**src/rtl/multiplier_seq_unsign_if.sv**
```systemverilog
// Request/result bundle for the sequential unsigned multiply-add unit.
interface multiplier_seq_unsign_if #(
   parameter int unsigned WIDTH = 32
);
   logic                 start;
   logic [WIDTH-1:0]     a;
   logic [WIDTH-1:0]     b;
   logic [WIDTH-1:0]     c;
   logic                 busy;
   logic                 done;
   logic [2*WIDTH-1:0]   p;

   modport master (output start, a, b, c, input busy, done, p);
   modport slave  (input start, a, b, c, output busy, done, p);
endinterface

```
**src/rtl/multiplier_seq_unsign.sv**
```systemverilog
// Radix-2 shift-add unsigned multiply-add, p = a*b + c, one multiplier bit per cycle.
// Optional MULSEQ_EARLY_EXIT_EN stops once the remaining multiplier bits are all zero.
module multiplier_seq_unsign #(
   parameter int unsigned WIDTH = 32
) (
   input  logic                    clk,
   input  logic                    reset,
   multiplier_seq_unsign_if.slave  bus
);
   localparam int unsigned PW    = 2 * WIDTH;
   localparam int unsigned CNT_W = (WIDTH > 1) ? $clog2(WIDTH) : 1;

   typedef enum logic [1:0] {
      S_IDLE = 2'd0,
      S_RUN  = 2'd1,
      S_DONE = 2'd2
   } state_e;

   state_e            state_q, state_d;
   logic [PW-1:0]     a_q, a_d;
   logic [WIDTH-1:0]  b_q, b_d;
   logic [PW-1:0]     acc_q, acc_d;
   logic [CNT_W-1:0]  cnt_q, cnt_d;
   logic [PW-1:0]     p_q, p_d;
   logic              busy_q, busy_d;
   logic              done_q, done_d;
   logic              accept_c;
   logic              last_c;
   logic [PW-1:0]     sum_c;

   assign accept_c = bus.start && (state_q != S_RUN);
   assign sum_c    = acc_q + (b_q[0] ? a_q : '0);

`ifdef MULSEQ_EARLY_EXIT_EN
   assign last_c = (cnt_q == CNT_W'(WIDTH - 1)) || ((b_q >> 1) == '0);
`else
   assign last_c = (cnt_q == CNT_W'(WIDTH - 1));
`endif

   // State register
   always_ff @(posedge clk or posedge reset) begin
      if (reset) state_q <= S_IDLE;
      else       state_q <= state_d;
   end

   // Next-state logic
   always_comb begin
      state_d = state_q;
      case (state_q)
         S_IDLE:  if (bus.start) state_d = S_RUN;
         S_RUN:   if (last_c) state_d = S_DONE;
         S_DONE:  state_d = bus.start ? S_RUN : S_IDLE;
         default: state_d = S_IDLE;
      endcase
   end

   // Datapath and output next values
   always_comb begin
      a_d    = a_q;
      b_d    = b_q;
      acc_d  = acc_q;
      cnt_d  = cnt_q;
      p_d    = p_q;
      busy_d = (state_d == S_RUN);
      done_d = (state_d == S_DONE);
      if (accept_c) begin
         a_d   = PW'(bus.a);
         b_d   = bus.b;
         acc_d = PW'(bus.c);
         cnt_d = '0;
      end else if (state_q == S_RUN) begin
         acc_d = sum_c;
         a_d   = a_q << 1;
         b_d   = b_q >> 1;
         cnt_d = cnt_q + CNT_W'(1);
         if (last_c) p_d = sum_c;
      end
   end

   always_ff @(posedge clk or posedge reset) begin
      if (reset) begin
         a_q    <= '0;
         b_q    <= '0;
         acc_q  <= '0;
         cnt_q  <= '0;
         p_q    <= '0;
         busy_q <= 1'b0;
         done_q <= 1'b0;
      end else begin
         a_q    <= a_d;
         b_q    <= b_d;
         acc_q  <= acc_d;
         cnt_q  <= cnt_d;
         p_q    <= p_d;
         busy_q <= busy_d;
         done_q <= done_d;
      end
   end

   assign bus.busy = busy_q;
   assign bus.done = done_q;
   assign bus.p    = p_q;
endmodule

```
**src/flat_wrapper.sv**
```systemverilog
// flat-port wrapper written by rule: the top's interface ports become plain ports
module multiplier_seq_unsign_flat 
#(
   parameter int unsigned WIDTH = 32
)
  (clk, reset, bus_start, bus_a, bus_b, bus_c, bus_busy, bus_done, bus_p);
  multiplier_seq_unsign_if #(.WIDTH(WIDTH)) bus_i ();
  input  logic clk;
  input  logic reset;
  input wire logic [$bits(bus_i.start)-1:0] bus_start;
  input wire logic [$bits(bus_i.a)-1:0] bus_a;
  input wire logic [$bits(bus_i.b)-1:0] bus_b;
  input wire logic [$bits(bus_i.c)-1:0] bus_c;
  output wire logic [$bits(bus_i.busy)-1:0] bus_busy;
  output wire logic [$bits(bus_i.done)-1:0] bus_done;
  output wire logic [$bits(bus_i.p)-1:0] bus_p;
  assign bus_i.start = bus_start;
  assign bus_i.a = bus_a;
  assign bus_i.b = bus_b;
  assign bus_i.c = bus_c;
  assign bus_busy = bus_i.busy;
  assign bus_done = bus_i.done;
  assign bus_p = bus_i.p;
  multiplier_seq_unsign #(.WIDTH(WIDTH)) u_core (.clk(clk), .reset(reset), .bus(bus_i));
endmodule
```
**config.mk**
```make
export PLATFORM = sky130hd
export DESIGN_NAME = multiplier_seq_unsign_flat
export DESIGN_NICKNAME = d
export VERILOG_FILES = /design/src/rtl/multiplier_seq_unsign_if.sv /design/src/rtl/multiplier_seq_unsign.sv /design/src/flat_wrapper.sv
export SDC_FILE = /design/constraint.sdc
export NUM_CORES = 1
export LEC_CHECK = 0
export CAP_MARGIN = 20
export CORE_ASPECT_RATIO = 1.2
export CORE_MARGIN = 3
export CORE_UTILIZATION = 30
export CTS_CLUSTER_SIZE = 30
export DETAILED_ROUTE_END_ITERATION = 7
export SLEW_MARGIN = 0
export SYNTH_ARGS = -nofsm -noshare
export SYNTH_HDL_FRONTEND = slang
export SYNTH_SLANG_ARGS = --single-unit
```
**constraint.sdc**
```tcl
create_clock -name clk -period 10.17 [get_ports clk]
set_input_delay 2.034 -clock clk [delete_from_list [all_inputs] [get_ports clk]]
set_output_delay 2.034 -clock clk [all_outputs]
set_load 0.005 [all_outputs]
```
==> impl_metrics.csv, run 1 <==
group,metric,value,unit
run_status,outcome,"complete, no violations",
finish,final_cell_area,0.01668,sq mm
setup_path,required,10.57,ns
global_routing,antenna_violations_before_repair,3,
drt,postRouteAntennaNets,0,
placed_design,hpwl,26.60,mm
die,placeableCoreArea,0.04435,sq mm
die,dieWidth,200.5,um
finish,area_delta_synth_final,22.51,%
setup_path,critical_path.max_fanout,64,
clock_network,clock_sinks,233,
worst_hold_path,worstHoldStart,"u_core.b_q[9]",
pwr,peakVddDrop,204.6,uV
clock_network,clk_latency,0.55,ns
finish,layout.cells.non_filler,2269,
setup_path,timing.rr.end,"u_core.bus.p[61]",
placed_design,place_inst,2217,
logic_synthesis,yosysSeqAreaShare,42.83,%
placed_design,portBuffers,164,
clock_network,ctsHtreeMaxLevel,1,
setup_path,launching_point_of_the_worst_reg2reg_path,"u_core.b_q[0]",
die,std_cell_rows,84,
drt,vias,11390,
drt,initialDrtViolationCount,570,
logic_synthesis,synth.lib_cells_used.distinct,60,
setup_path,setup.worst_path.end_class,"register",
setup_path,worstPathArrival,4.72,ns
timing,maxSlewViolCount,0,
timing,hold-worst-slack,0.4751,ns
global_routing,number_of_global_route_vias_before_repair,11130,
setup_path,start_kind,"register",
die,die_height,239.3,um
timing,final.period_utilization,42.52,%
pwr,powerDensity,285.6,mW/mm^2
timing,min_period,4.324,ns
worst_hold_path,hold_depth,2,
logic_synthesis,synth_edf_count,0,
timing,setup-tns-final,0,ns
logic_synthesis,syn-cell-area,0.01361,sq mm
drt,drc,0,
pwr,power_total,4.762,mW
setup_path,minimum_setup_slack_among_reg_to_reg_paths,5.85,ns
placed_design,placed_cell_area,0.01570,sq mm
drt,detail_route.wirelength,37.48,mm
timing,rsz_0062_raised_after_global_routing,"no",
placed_design,place.gp.congestion,0.8908,
finish,postLayoutCoreUtil,37.60,%
clock_network,ctsResizeCount,0,
clock_network,tritoncts,"built",
finish,mostFrequentLayoutCell,"sky130_fd_sc_hd__nand2_1",
logic_synthesis,netlist_instances,1545,
drt,drt_first_pass_iters,5,
logic_synthesis,avgSynthCellArea,8.810,sq um
finish,fillers,4530,
placed_design,place_ws,5.850,ns
logic_synthesis,yosys_register_bits,233,
timing,final_critical_path_setup_slack,5.846,ns
clock_network,clock_tree.root_cell,"sky130_fd_sc_hd__clkbuf_16",
die,floorplan.die_area,0.04798,sq mm
global_routing,grt_overflow_total,0,
logic_synthesis,mappedNetlistNets,1710,
logic_synthesis,yosys_most_used_dff,"sky130_fd_sc_hd__dfrtp_1",
finish,layout.nets,1810,
global_routing,grt_max_degree,266,
die,i_o_pins,165,
timing,max_clock_freq,231.3,MHz
drt,post_drt_via_cell_ratio,5.020,
setup_path,timing.setup.critical_path_class,"reg -> reg",
logic_synthesis,async_flop_share,100.0,%
clock_network,clk_transition_reported_paths,0.06,ns
global_routing,grt.total_usage,15.18,%
worst_hold_path,worstHoldPathType,"reg -> reg",
logic_synthesis,ys_warn_count,0,
timing,timing.clock.skew,0.01055,ns
job,drv.max_cap_violation_count,0,
finish,mostFrequentLayoutCells,"sky130_fd_sc_hd__nand2_1, sky130_fd_sc_hd__dfrtp_1, sky130_fd_sc_hd__o21ai_0",
clock_network,cts_setup_buffers,0,
timing,setup_viol,0,
setup_path,r2r_cells,13,
timing,max-slew-margin-rel,31.17,%
worst_hold_path,worst_hold_path_ep,"u_core.b_q[8]",
drt,wire_per_inst,16.52,um
die,floorplan.initialDensity,30.69,%
clock_network,cts_buffer_depth,3,
global_routing,grt_first_pass_wirelength,60.31,mm
clock_network,cts-buffers-inserted,28,
pwr,power_leakage,7.292,nW
timing,report.final.hold_viol_count,0,
clock_network,postCtsHoldBufs,0,
finish,drive_gt1_share,4.627,%
timing,worst_slew_pin_slew,1.032,ns
-- layout make-up --
cell class	count	area [sq um]	share of cell area (%)
clock buffer	35	768.2	4.607
clock inverter	14	196.4	1.178
timing repair buffer	172	1715	10.29
tap	602	753.2	4.517
antenna	3	7.507	0.04502
sequential	233	5831	34.96
inverter	24	97.59	0.5852
multi-input combinational	1186	7307	43.82
-- synthesized netlist by cell type (5+ instances only) --
cell	count	share of area, %
sky130_fd_sc_hd__a211oi_1	29	1.6
sky130_fd_sc_hd__a21o_1	29	1.6
sky130_fd_sc_hd__a21oi_1	105	3.9
sky130_fd_sc_hd__a31oi_1	6	0.28
sky130_fd_sc_hd__and2_1	67	3.1
sky130_fd_sc_hd__and3_1	6	0.28
sky130_fd_sc_hd__buf_1	10	0.28
sky130_fd_sc_hd__buf_2	9	0.33
sky130_fd_sc_hd__clkbuf_1	82	2.3
sky130_fd_sc_hd__dfrtp_1	233	43
sky130_fd_sc_hd__ha_1	65	6.0
sky130_fd_sc_hd__inv_1	23	0.63
sky130_fd_sc_hd__mux2i_1	76	5.6
sky130_fd_sc_hd__nand2_1	277	7.6
sky130_fd_sc_hd__nand3_1	47	1.7
sky130_fd_sc_hd__nand4_1	25	1.1
sky130_fd_sc_hd__nor2_1	45	1.2
sky130_fd_sc_hd__nor2b_1	25	1.1
sky130_fd_sc_hd__nor3_1	13	0.48
sky130_fd_sc_hd__o21ai_0	201	7.4
sky130_fd_sc_hd__o21ai_1	20	0.74
sky130_fd_sc_hd__o21bai_1	18	0.99
sky130_fd_sc_hd__o31ai_1	6	0.33
sky130_fd_sc_hd__or3_1	5	0.23
sky130_fd_sc_hd__xnor2_1	36	2.3
sky130_fd_sc_hd__xor2_1	24	1.5
-- routing by layer --
| metal | track usage, % | routed length (um) | vias to the layer above |
|---|---|---|---|
| met3 | 2.868 | 2169 | 59 |
| li1 | - | - | 5659 |
| met5 | 0 | 0 | - |
| met4 | 5.793 | 1162 | 0 |
| met2 | 26.51 | 18070 | 254 |
| met1 | 18.67 | 16080 | 5419 |
-- flip-flops by register name, summed over array words and instances (netlist names) --
| register | cells |
|---|---|
| u_core.a_q | 64 |
| u_core.acc_q | 64 |
| u_core.b_q | 32 |
| u_core.bus.busy | 1 |
| u_core.bus.done | 1 |
| u_core.bus.p | 64 |
| u_core.cnt_q | 5 |
| u_core.state_q | 2 |
-- where the power goes --
group	leakage [nW]	internal [mW]	switching (mW)
logic	4.01	0.872	1.23
registers	2.82	1.33	0.272
clock network	0.468	0.638	0.416
-- cells by family after synthesis --
logic type	count (synthesis)	share of synthesized area [%]
AO/OA/AOI/OAI	459	20.08
adder cells (fa/ha/maj)	66	6.122
buffers and inverters	126	3.612
XOR/XNOR	60	3.861
flip-flops	233	42.83
multiplexers	78	5.754
AND/OR/NAND/NOR	523	17.74
-- how the worst max path moves through the flow --
stage,start,to,slack (ns),depth (start not counted)
2_1_floorplan,reset,u_core.a_q[0],1.75,1
3_3_place_gp,bus_start,u_core.acc_q[63],5.92,6
3_5_place_dp,u_core.b_q[0],u_core.bus.p[61],5.85,13
4_1_cts,u_core.b_q[0],u_core.bus.p[61],5.82,13
5_1_grt,u_core.b_q[0],u_core.bus.p[61],5.46,13
6_report,u_core.b_q[0],u_core.bus.p[61],5.85,13
-- critical path, cell delays in order (launching register included) --
cell and delay (ns):
sky130_fd_sc_hd__dfrtp_1 0.38, sky130_fd_sc_hd__buf_4 0.29, sky130_fd_sc_hd__and2_1 0.23, sky130_fd_sc_hd__ha_1 0.41, sky130_fd_sc_hd__nand3_2 0.12, sky130_fd_sc_hd__nor3_1 0.27
sky130_fd_sc_hd__o211ai_1 0.28, sky130_fd_sc_hd__a2111oi_0 0.80, sky130_fd_sc_hd__o41ai_1 0.29, sky130_fd_sc_hd__o21ai_1 0.35, sky130_fd_sc_hd__a21oi_1 0.18, sky130_fd_sc_hd__a41oi_1 0.24
sky130_fd_sc_hd__xnor2_1 0.17, sky130_fd_sc_hd__o21ai_0 0.12
Power figures use the tool's default switching activity.
==> run 2, diff against run 1 <==
Clock period 10.17 ns to 4.36 ns, I/O delays scaled along.
==> run 2 against run 1 <==
Net effect: via count increased by 0.23%; worst hold slack gained 0.0026 ns; clock skew is 0.0031 ns higher; clock power grew 130%; largest power group unchanged.
==> impl_metrics.csv, run 2 (same netlist as run 1, synthesis figures left out) <==
group,metric,value,unit
timing,final.period_utilization,92.86,%
placed_design,hpwl,27.06,mm
worst_hold_path,worstHoldStart,"u_core.b_q[25]",
clock_network,clk_transition_reported_paths,0.06,ns
timing,min_period,4.049,ns
global_routing,antenna_violations_before_repair,1,
drt,postRouteAntennaNets,0,
pwr,clkPwrFrac,21.5,%
clock_network,cts_buffer_depth,3,
worst_hold_path,worstHoldPathType,"reg -> reg",
die,placeableCoreArea,0.04435,sq mm
finish,mostFrequentLayoutCells,"sky130_fd_sc_hd__nand2_1, sky130_fd_sc_hd__dfrtp_1, sky130_fd_sc_hd__o21ai_0",
finish,mostFrequentLayoutCell,"sky130_fd_sc_hd__nand2_1",
placed_design,portBuffers,164,
drt,post_drt_via_cell_ratio,5.016,
drt,drt_first_pass_iters,5,
die,dieWidth,200.5,um
setup_path,required,4.78,ns
global_routing,grt_max_degree,266,
setup_path,start_kind,"register",
timing,max_clock_freq,247.0,MHz
finish,layout.nets,1817,
clock_network,ctsHtreeMaxLevel,1,
pwr,power_total,11.06,mW
drt,vias,11420,
clock_network,tritoncts,"built",
global_routing,grt_first_pass_wirelength,61.91,mm
global_routing,grt_overflow_total,0,
die,die_height,239.3,um
setup_path,timing.setup.critical_path_class,"reg -> reg",
pwr,internal_power,6.591,mW
clock_network,postCtsHoldBufs,0,
clock_network,ctsResizeCount,0,
pwr,power_leakage,7.316,nW
drt,drc,0,
timing,timing.clock.skew,0.01364,ns
setup_path,critical_path.max_fanout,14,
clock_network,clk_latency,0.56,ns
drt,detail_route.wirelength,37.76,mm
timing,setup-tns-final,0,ns
finish,final_cell_area,0.01675,sq mm
clock_network,cts_setup_buffers,0,
die,std_cell_rows,84,
timing,worst_slew_pin_slew,1.121,ns
drt,initialDrtViolationCount,705,
global_routing,number_of_global_route_vias_before_repair,11340,
clock_network,cts-buffers-inserted,28,
die,i_o_pins,165,
pwr,sequential_fraction_of_design_power,33.6,%
pwr,power.combinational.fraction,44.8,%
placed_design,place.gp.congestion,0.8754,
clock_network,clock_tree.root_cell,"sky130_fd_sc_hd__clkbuf_16",
finish,drive_gt1_share,5.081,%
setup_path,setup.worst_path.end_class,"register",
die,floorplan.initialDensity,30.69,%
setup_path,launching_point_of_the_worst_reg2reg_path,"u_core.b_q[0]",
timing,maxSlewViolCount,0,
pwr,sw_frac_of_total,40.40,%
job,drv.max_cap_violation_count,0,
setup_path,worstPathArrival,4.47,ns
timing,hold-worst-slack,0.4777,ns
setup_path,cp-startpoint,"u_core.b_q[0]",
timing,max-slew-margin-rel,25.24,%
timing,setup_viol,0,
run_status,outcome,"complete, no violations",
die,floorplan.die_area,0.04798,sq mm
clock_network,clock_sinks,233,
pwr,powerDensity,660.2,mW/mm^2
pwr,peakVddDrop,490.3,uV
timing,report.final.hold_viol_count,0,
drt,wire_per_inst,16.59,um
global_routing,grt.total_usage,15.53,%
finish,area_delta_synth_final,23.04,%
placed_design,placed_cell_area,0.01580,sq mm
pwr,reported_net_switching_power,4.468,mW
timing,rsz_0062_raised_after_global_routing,"no",
-- run 2: critical path, stage by stage, from the launching register on --
cell and delay (ns):
sky130_fd_sc_hd__dfrtp_2 0.51, sky130_fd_sc_hd__buf_4 0.21, sky130_fd_sc_hd__and2_1 0.14, sky130_fd_sc_hd__ha_1 0.31, sky130_fd_sc_hd__nor2_1 0.35, sky130_fd_sc_hd__nor2b_1 0.09, sky130_fd_sc_hd__nor2_1 0.22, sky130_fd_sc_hd__o22ai_1 0.16
sky130_fd_sc_hd__a211o_1 0.37, sky130_fd_sc_hd__a211oi_2 0.36, sky130_fd_sc_hd__o21ai_1 0.26, sky130_fd_sc_hd__a41oi_2 0.45, sky130_fd_sc_hd__nor4_1 0.10, sky130_fd_sc_hd__or3_1 0.38
-- run 2: per-layer routing --
metal	vias to the layer above	GRT usage, %	share of wire (%)
met1	5483	19.41	44
met5	-	0	0
li1	5634	-	-
met3	59	2.732	5.0
met4	0	4.302	2.2
met2	241	27.67	49
-- run 2: final cells by class --
cell class              instances  area, sq um
diodes                          1        2.502
clock buffers                  40        817.0
repair buffers                179         1818
well taps                     602        753.2
clock inverters                11        123.9
fillers                      4524        27600
flip-flops and latches        233         5832
multi-input cells            1186         7308
inverters                      24        93.84
-- run 2: path summary, 6_finish.rpt --
path                                    end  slack, ns  depth (start not counted)
max in group asynchronous  u_core.bus.p[16]       2.81                          3
max reg2reg                u_core.acc_q[63]       0.31                         13
min reg2reg                  u_core.b_q[24]       0.48                          2
min in group asynchronous   u_core.bus.busy       0.83                          3
max                        u_core.acc_q[63]       0.31                         13
min                          u_core.b_q[24]       0.48                          2
-- run 2: per-stage QoR --
step                      util [%]  worst slack, ns  std cells
after floorplan                  -           0.4381       1545
after global placement       35.63           0.3465       2224
after detailed placement     35.63           0.2574       2224
after CTS                    37.75           0.2492       2275
after global routing         37.76          0.07352       2276
final                        37.76           0.3113       2276
-- run 2: power by group through the flow --
stage	registers [mW]	logic (mW)	clock network, mW
after global placement	3.74	4.89	0
after CTS	3.73	5.02	2.46
after global routing	3.85	5.63	2.55
after detailed placement	3.76	5.00	0
final	3.72	4.96	2.38
after floorplan	3.57	3.42	0
